**src/rtl/apb4_pkg.sv**
```systemverilog
// Shared types and default widths for the APB4 command sequencer and its FIFO.
package apb4_pkg;

   localparam int unsigned DATA_WIDTH_DEF = 32;
   localparam int unsigned ADDR_WIDTH_DEF = 32;
   localparam int unsigned FIFO_DEPTH_DEF = 4;
   localparam int unsigned STRB_WIDTH_DEF = DATA_WIDTH_DEF / 8;

   typedef enum logic [1:0] {
      StIdle,
      StLaunch,
      StSetup,
      StWait
   } state_t;

   typedef struct packed {
      logic                      write;
      logic [ADDR_WIDTH_DEF-1:0] addr;
      logic [DATA_WIDTH_DEF-1:0] wdata;
      logic [STRB_WIDTH_DEF-1:0] strb;
   } cmd_t;

endpackage

```
**src/rtl/apb4_sync_fifo.sv**
```systemverilog
// Synchronous FIFO of command entries; registered level, no fall-through.
module apb4_sync_fifo
   import apb4_pkg::*;
#(
   parameter type         entry_t = cmd_t,
   parameter int unsigned DEPTH   = FIFO_DEPTH_DEF
) (
   input  logic                   PCLK,
   input  logic                   PRESETn,
   input  logic                   push,
   input  entry_t                 push_data,
   input  logic                   pop,
   output entry_t                 pop_data,
   output logic                   full,
   output logic                   empty,
   output logic [$clog2(DEPTH):0] level
);

   localparam int unsigned PTR_W = $clog2(DEPTH);
   localparam logic [PTR_W:0] DEPTH_LVL = (PTR_W + 1)'(DEPTH);

   entry_t           mem [DEPTH];
   logic [PTR_W-1:0] wr_ptr;
   logic [PTR_W-1:0] rd_ptr;
   logic             do_push;
   logic             do_pop;

   // full/empty come from the registered level, so a pop never frees room for a same-cycle push
   assign do_push  = push && !full;
   assign do_pop   = pop && !empty;
   assign full     = (level == DEPTH_LVL);
   assign empty    = (level == '0);
   assign pop_data = mem[rd_ptr];

   always_ff @(posedge PCLK) begin
      if (!PRESETn) begin
         wr_ptr <= '0;
         rd_ptr <= '0;
         level  <= '0;
      end else begin
         if (do_push) wr_ptr <= wr_ptr + PTR_W'(1);
         if (do_pop)  rd_ptr <= rd_ptr + PTR_W'(1);
         if (do_push && !do_pop) begin
            level <= level + (PTR_W + 1)'(1);
         end else if (!do_push && do_pop) begin
            level <= level - (PTR_W + 1)'(1);
         end
      end
   end

   always_ff @(posedge PCLK) begin
      if (do_push) mem[wr_ptr] <= push_data;
   end

endmodule

```
**src/rtl/apb4_cmd_sequencer.sv**
```systemverilog
// Buffers host commands and issues them one at a time to the APB4 bus wrapper,
// returning read data / SLVERR through a valid/ready response port.
module apb4_cmd_sequencer
   import apb4_pkg::*;
#(
   parameter  int unsigned DATA_WIDTH = DATA_WIDTH_DEF,
   parameter  int unsigned ADDR_WIDTH = ADDR_WIDTH_DEF,
   parameter  int unsigned FIFO_DEPTH = FIFO_DEPTH_DEF,
   localparam int unsigned STRB_WIDTH = DATA_WIDTH / 8
) (
   input  logic                        PCLK,
   input  logic                        PRESETn,
   input  logic                        cmd_valid,
   output logic                        cmd_ready,
   input  logic                        cmd_write,
   input  logic [ADDR_WIDTH-1:0]       cmd_addr,
   input  logic [DATA_WIDTH-1:0]       cmd_wdata,
   input  logic [STRB_WIDTH-1:0]       cmd_strb,
   output logic                        rsp_valid,
   input  logic                        rsp_ready,
   output logic                        rsp_write,
   output logic [DATA_WIDTH-1:0]       rsp_rdata,
   output logic                        rsp_slverr,
   output logic                        TRANSFER,
   output logic                        WRITE,
   output logic [ADDR_WIDTH-1:0]       ADDR,
   output logic [DATA_WIDTH-1:0]       WDATA,
   output logic [STRB_WIDTH-1:0]       STRB,
   input  logic                        READY,
   input  logic [DATA_WIDTH-1:0]       RDATA,
   input  logic                        SLVERR,
   output logic [$clog2(FIFO_DEPTH):0] fifo_level,
   output logic                        busy
);

   typedef struct packed {
      logic                  write;
      logic [ADDR_WIDTH-1:0] addr;
      logic [DATA_WIDTH-1:0] wdata;
      logic [STRB_WIDTH-1:0] strb;
   } seq_cmd_t;

   state_t   state;
   seq_cmd_t push_cmd;
   seq_cmd_t head_cmd;
   logic     fifo_full;
   logic     fifo_empty;
   logic     pop;
   logic     complete;

   assign push_cmd = '{write: cmd_write, addr: cmd_addr, wdata: cmd_wdata, strb: cmd_strb};

   apb4_sync_fifo #(
      .entry_t (seq_cmd_t),
      .DEPTH   (FIFO_DEPTH)
   ) u_fifo (
      .PCLK      (PCLK),
      .PRESETn   (PRESETn),
      .push      (cmd_valid),
      .push_data (push_cmd),
      .pop       (pop),
      .pop_data  (head_cmd),
      .full      (fifo_full),
      .empty     (fifo_empty),
      .level     (fifo_level)
   );

   assign cmd_ready = !fifo_full;
   assign busy      = (state != StIdle);
   // Launch only when the response slot is free (or being freed this cycle)
   assign pop       = (state == StIdle) && !fifo_empty && (!rsp_valid || rsp_ready);
   assign complete  = (state == StWait) && READY;

   always_ff @(posedge PCLK) begin
      if (!PRESETn) begin
         state      <= StIdle;
         TRANSFER   <= 1'b0;
         WRITE      <= 1'b0;
         ADDR       <= '0;
         WDATA      <= '0;
         STRB       <= '0;
         rsp_valid  <= 1'b0;
         rsp_write  <= 1'b0;
         rsp_rdata  <= '0;
         rsp_slverr <= 1'b0;
      end else begin
         unique case (state)
            StIdle: begin
               if (pop) begin
                  WRITE    <= head_cmd.write;
                  ADDR     <= head_cmd.addr;
                  WDATA    <= head_cmd.wdata;
                  STRB     <= head_cmd.write ? head_cmd.strb : '0;
                  TRANSFER <= 1'b1;
                  state    <= StLaunch;
               end
            end
            StLaunch: begin
               TRANSFER <= 1'b0;
               state    <= StSetup;
            end
            StSetup: begin
               state <= StWait;
            end
            StWait: begin
               if (READY) state <= StIdle;
            end
            default: begin
               state <= StIdle;
            end
         endcase

         if (complete) begin
            rsp_valid  <= 1'b1;
            rsp_write  <= WRITE;
            rsp_rdata  <= WRITE ? '0 : RDATA;
            rsp_slverr <= SLVERR;
         end else if (rsp_valid && rsp_ready) begin
            rsp_valid  <= 1'b0;
            rsp_write  <= 1'b0;
            rsp_rdata  <= '0;
            rsp_slverr <= 1'b0;
         end
      end
   end

endmodule
```
**config.mk**
```make
export PLATFORM = sky130hd
export DESIGN_NAME = apb4_cmd_sequencer
export DESIGN_NICKNAME = d
export VERILOG_FILES = /design/src/rtl/apb4_pkg.sv /design/src/rtl/apb4_sync_fifo.sv /design/src/rtl/apb4_cmd_sequencer.sv
export SDC_FILE = /design/constraint.sdc
export NUM_CORES = 1
export LEC_CHECK = 0
export CAP_MARGIN = 20
export CORE_AREA = 2 2 185 323
export CTS_CLUSTER_DIAMETER = 50
export DETAILED_ROUTE_END_ITERATION = 8
export DIE_AREA = 0 0 187 325
export GPL_ROUTABILITY_DRIVEN = 1
export MAX_ROUTING_LAYER = met4
export PLACE_DENSITY = 0.41
export SYNTH_ARGS = -nofsm -noshare
export SYNTH_HDL_FRONTEND = slang
export SYNTH_SLANG_ARGS = --single-unit
```
**constraint.sdc**
```tcl
create_clock -name PCLK -period 3.1 [get_ports PCLK]
set_input_delay 0.31 -clock PCLK [delete_from_list [all_inputs] [get_ports PCLK]]
set_output_delay 0.31 -clock PCLK [all_outputs]
set_load 0.01 [all_outputs]
```
==> impl_metrics.csv <==
group,metric,value,unit
cts,path_clk_slew,60,ps
grt,grt_overflow_total,0,
sta,rsz0062_at_grt,"false",
pwr,power,16.2,mW
sta,slew_violations,0,
sta,period_share,77.4,%
pwr,vdd_ir_drop_max,0.465,mV
sta,fin_tns_setup,0,ps
sta,worstMarginPinSlew,1030,ps
job,cap_violations,0,
setup_path,critPathKind,"flop to flop",
cts,cts.sinks,392,
place,postPlaceCellArea,0.0176,sq mm
drt,routed.top_layer,"met4",
min_path,hold_depth,2,
cts,numCtsBuffers,43,
cts,cts_tree,"built",
cts,cts_resized,0,
cells_and_area,fin_util,32.7,%
cts,postCtsHoldBufs,0,
cells_and_area,stdcell_area,0.0190,sq mm
sta,worst_hold_slack,343,ps
drt,drt_iter0_markers,275,
grt,grt_max_degree,71,
floorplanning,io_pins,217,
logic_synthesis,syn_avg_cell_area,17.0,sq um
sta,setup_viol,0,
pwr,p_leak,6.15,nW
pwr,p_per_area,853,mW/mm^2
logic_synthesis,syn_inst,848,
place,place_worst_setup_slack,504,ps
place,io_buffers,216,
drt,ant_nets,0,
cells_and_area,layout-drive-gt1-share,15.9,%
cts,clk_latency,560,ps
sta,slew_headroom,31.2,%
place,place_congestion,0.699,
grt,grt_pass1_wl,55700,um
floorplanning,start_util,24.8,%
setup_path,r2r_start,"u_fifo.level[2]",
floorplanning,dieArea,0.0608,sq mm
logic_synthesis,synth_cell_types,29,
logic_synthesis,seq_area_frac_synth,73.6,%
logic_synthesis,mappedNetlistNets,966,
setup_path,r2r_slack,700,ps
cts,post_cts_buffers,0,
logic_synthesis,netlist_area,0.0144,sq mm
drt,wl_per_cell,19.6,um
min_path,min_to,"TRANSFER",
drt,wl,37100,um
grt,antenna_found_initial,2,
sta,fmax,417,MHz
setup_path,crit_path_end_kind,"flop",
cells_and_area,nets,1206,
setup_path,start_kind,"flop",
cts,cts_buffer_depth,3,
floorplanning,die-width,187,um
place,placedCellCount,1816,
grt,grt_pass1_vias,8710,
place,dp.final_hpwl,22600,um
drt,viasPerCell,4.22,
grt,grt_use_total,12.6,%
drt,first_pass_iters,6,
drt,drcViolationCount,0,
setup_path,cp.required,3580,ps
setup_path,critPathMaxFanout,6,
floorplanning,die_y,325,um
drt,dr_total_vias,8011,
logic_synthesis,ys_warn_count,0,
cts,cts_max_level,2,
cells_and_area,num-fill-cells,5763,
sta,period_needed,2400,ps
logic_synthesis,ys_ff_latch,392,
setup_path,r2r_end,"u_fifo.level[2]",
floorplanning,coreArea,0.0581,sq mm
sta,hold_viol_final,0,
floorplanning,row_count,117,
min_path,hp-start,"PRESETn",
min_path,hold_path_class,"input pin to flop",
cells_and_area,final_cells,1900,
cts,root_buffer,"clkbuf_16",
drt,routed-wl-met3,1950,um
drt,m1WireLength,14600,um
cells_and_area,area_delta_synth_final,32.0,%
status,status,"complete, no violations",
setup_path,cp.arrival,2880,ps
sta,fin_skew,12.5,ps
drt,met2_length,19700,um
sta,worst_slack,701,ps
setup_path,reg2reg_depth,9,
-- how the worst max path moves through the flow --
stage,from,end
floorplan,u_fifo.level[0],u_fifo.mem[2][0]
global placement,rsp_ready,u_fifo.rd_ptr[0]
detailed placement,rsp_ready,u_fifo.rd_ptr[0]
CTS,u_fifo.level[2],u_fifo.rd_ptr[0]
global route,u_fifo.level[2],u_fifo.level[2]
finish,u_fifo.level[2],u_fifo.level[2]
-- synth_stat cells --
cell type,n,share of area [%]
a32oi_1,2,0.12
a21boi_0,2,0.10
and3_1,1,0.043
clkbuf_1,26,0.68
edfxtp_1,276,57
nand3_1,4,0.14
o211a_1,1,0.069
and2_1,8,0.35
nor2b_1,36,1.6
inv_6,1,0.061
nand2b_1,2,0.087
xor2_1,1,0.061
dfxtp_1,116,16
or3_1,2,0.087
nand2_1,142,3.7
a21boi_1,66,3.4
buf_6,12,0.94
buf_4,1,0.052
buf_2,11,0.38
o21ai_0,7,0.24
xnor2_1,3,0.18
nor2_1,2,0.052
a22oi_1,33,1.7
a21o_1,1,0.052
mux2i_1,5,0.35
ha_1,10,0.87
fa_1,1,0.14
inv_1,7,0.18
mux4_2,69,11
-- state kept, by name (all words and copies together) (netlist names), 3 cells and up, named ones only --
signal / flops
WDATA: 32
rsp_rdata: 32
ADDR: 32
STRB: 4
u_fifo.level: 3
u_fifo.mem: 276
-- layer usage --
| metal | global-route usage (%) | vias to the layer above |
|---|---|---|
| li1 | - | 3696 |
| met4 | 4.31 | 0 |
| met2 | 22.6 | 223 |
| met1 | 13.7 | 4042 |
| met3 | 2.73 | 50 |
| met5 | - | - |
-- placed cells by master (no fill, tap or decap), drive strengths merged --
| cell type | synthesis | layout |
|---|---|---|
| a21boi | 68 | 68 |
| nand2b | 2 | 2 |
| diode | 0 | 4 |
| clkinvlp | 0 | 4 |
| xor2 | 1 | 1 |
| and3 | 1 | 1 |
| clkdlybuf4s50 | 0 | 215 |
| or3 | 2 | 2 |
| inv | 8 | 16 |
| dfxtp | 116 | 116 |
| edfxtp | 276 | 276 |
| a32oi | 2 | 2 |
| fa | 1 | 1 |
| clkinv | 0 | 11 |
| nor2 | 2 | 2 |
| buf | 24 | 30 |
| bufinv | 0 | 3 |
| nor2b | 36 | 36 |
| and2 | 8 | 8 |
| nand2 | 142 | 142 |
| xnor2 | 3 | 3 |
| mux4 | 69 | 69 |
| a22oi | 33 | 33 |
| clkbuf | 26 | 54 |
| ha | 10 | 10 |
| o211a | 1 | 1 |
| a21o | 1 | 1 |
| mux2i | 5 | 5 |
| o21ai | 7 | 7 |
| nand3 | 4 | 4 |
-- cells by family (layout without fill, tap and decap cells) --
family | after synthesis | in the layout | share of synthesized area, %
compound gates | 112 | 112 | 5.74
xor+xnor | 4 | 4 | 0.243
fa+ha+maj | 11 | 11 | 1.01
buf+inv | 58 | 333 | 2.29
flops | 392 | 392 | 73.6
mux | 74 | 74 | 11.1
other cells | 0 | 4 | 0
simple gates | 197 | 197 | 6.01
-- cell type report --
class	instances	area (sq um)	share of cell area, %
antenna	4	10.0	0.0526
clock buffer	54	1140	5.98
clock inverter	26	259	1.36
inverter	8	35.0	0.184
multi-input combinational	398	3500	18.4
sequential	392	10600	55.8
tap	773	967	5.08
timing repair buffer	245	2500	13.1
-- critical path: stages (launching register included) --
cell and delay, ps:
dfxtp_1 370, or3_1 430, and3_4 230, inv_6 50, ha_1 180, inv_1 60
fa_1 370, xor2_1 180, or3_1 300, a21boi_0 160
-- power breakdown --
part,switching (mW),internal (mW)
registers,0.524,6.41
clock network,2.17,2.91
logic,2.14,2.09
total,4.84,11.4
No activity file was read; power rests on OpenSTA's default activity.
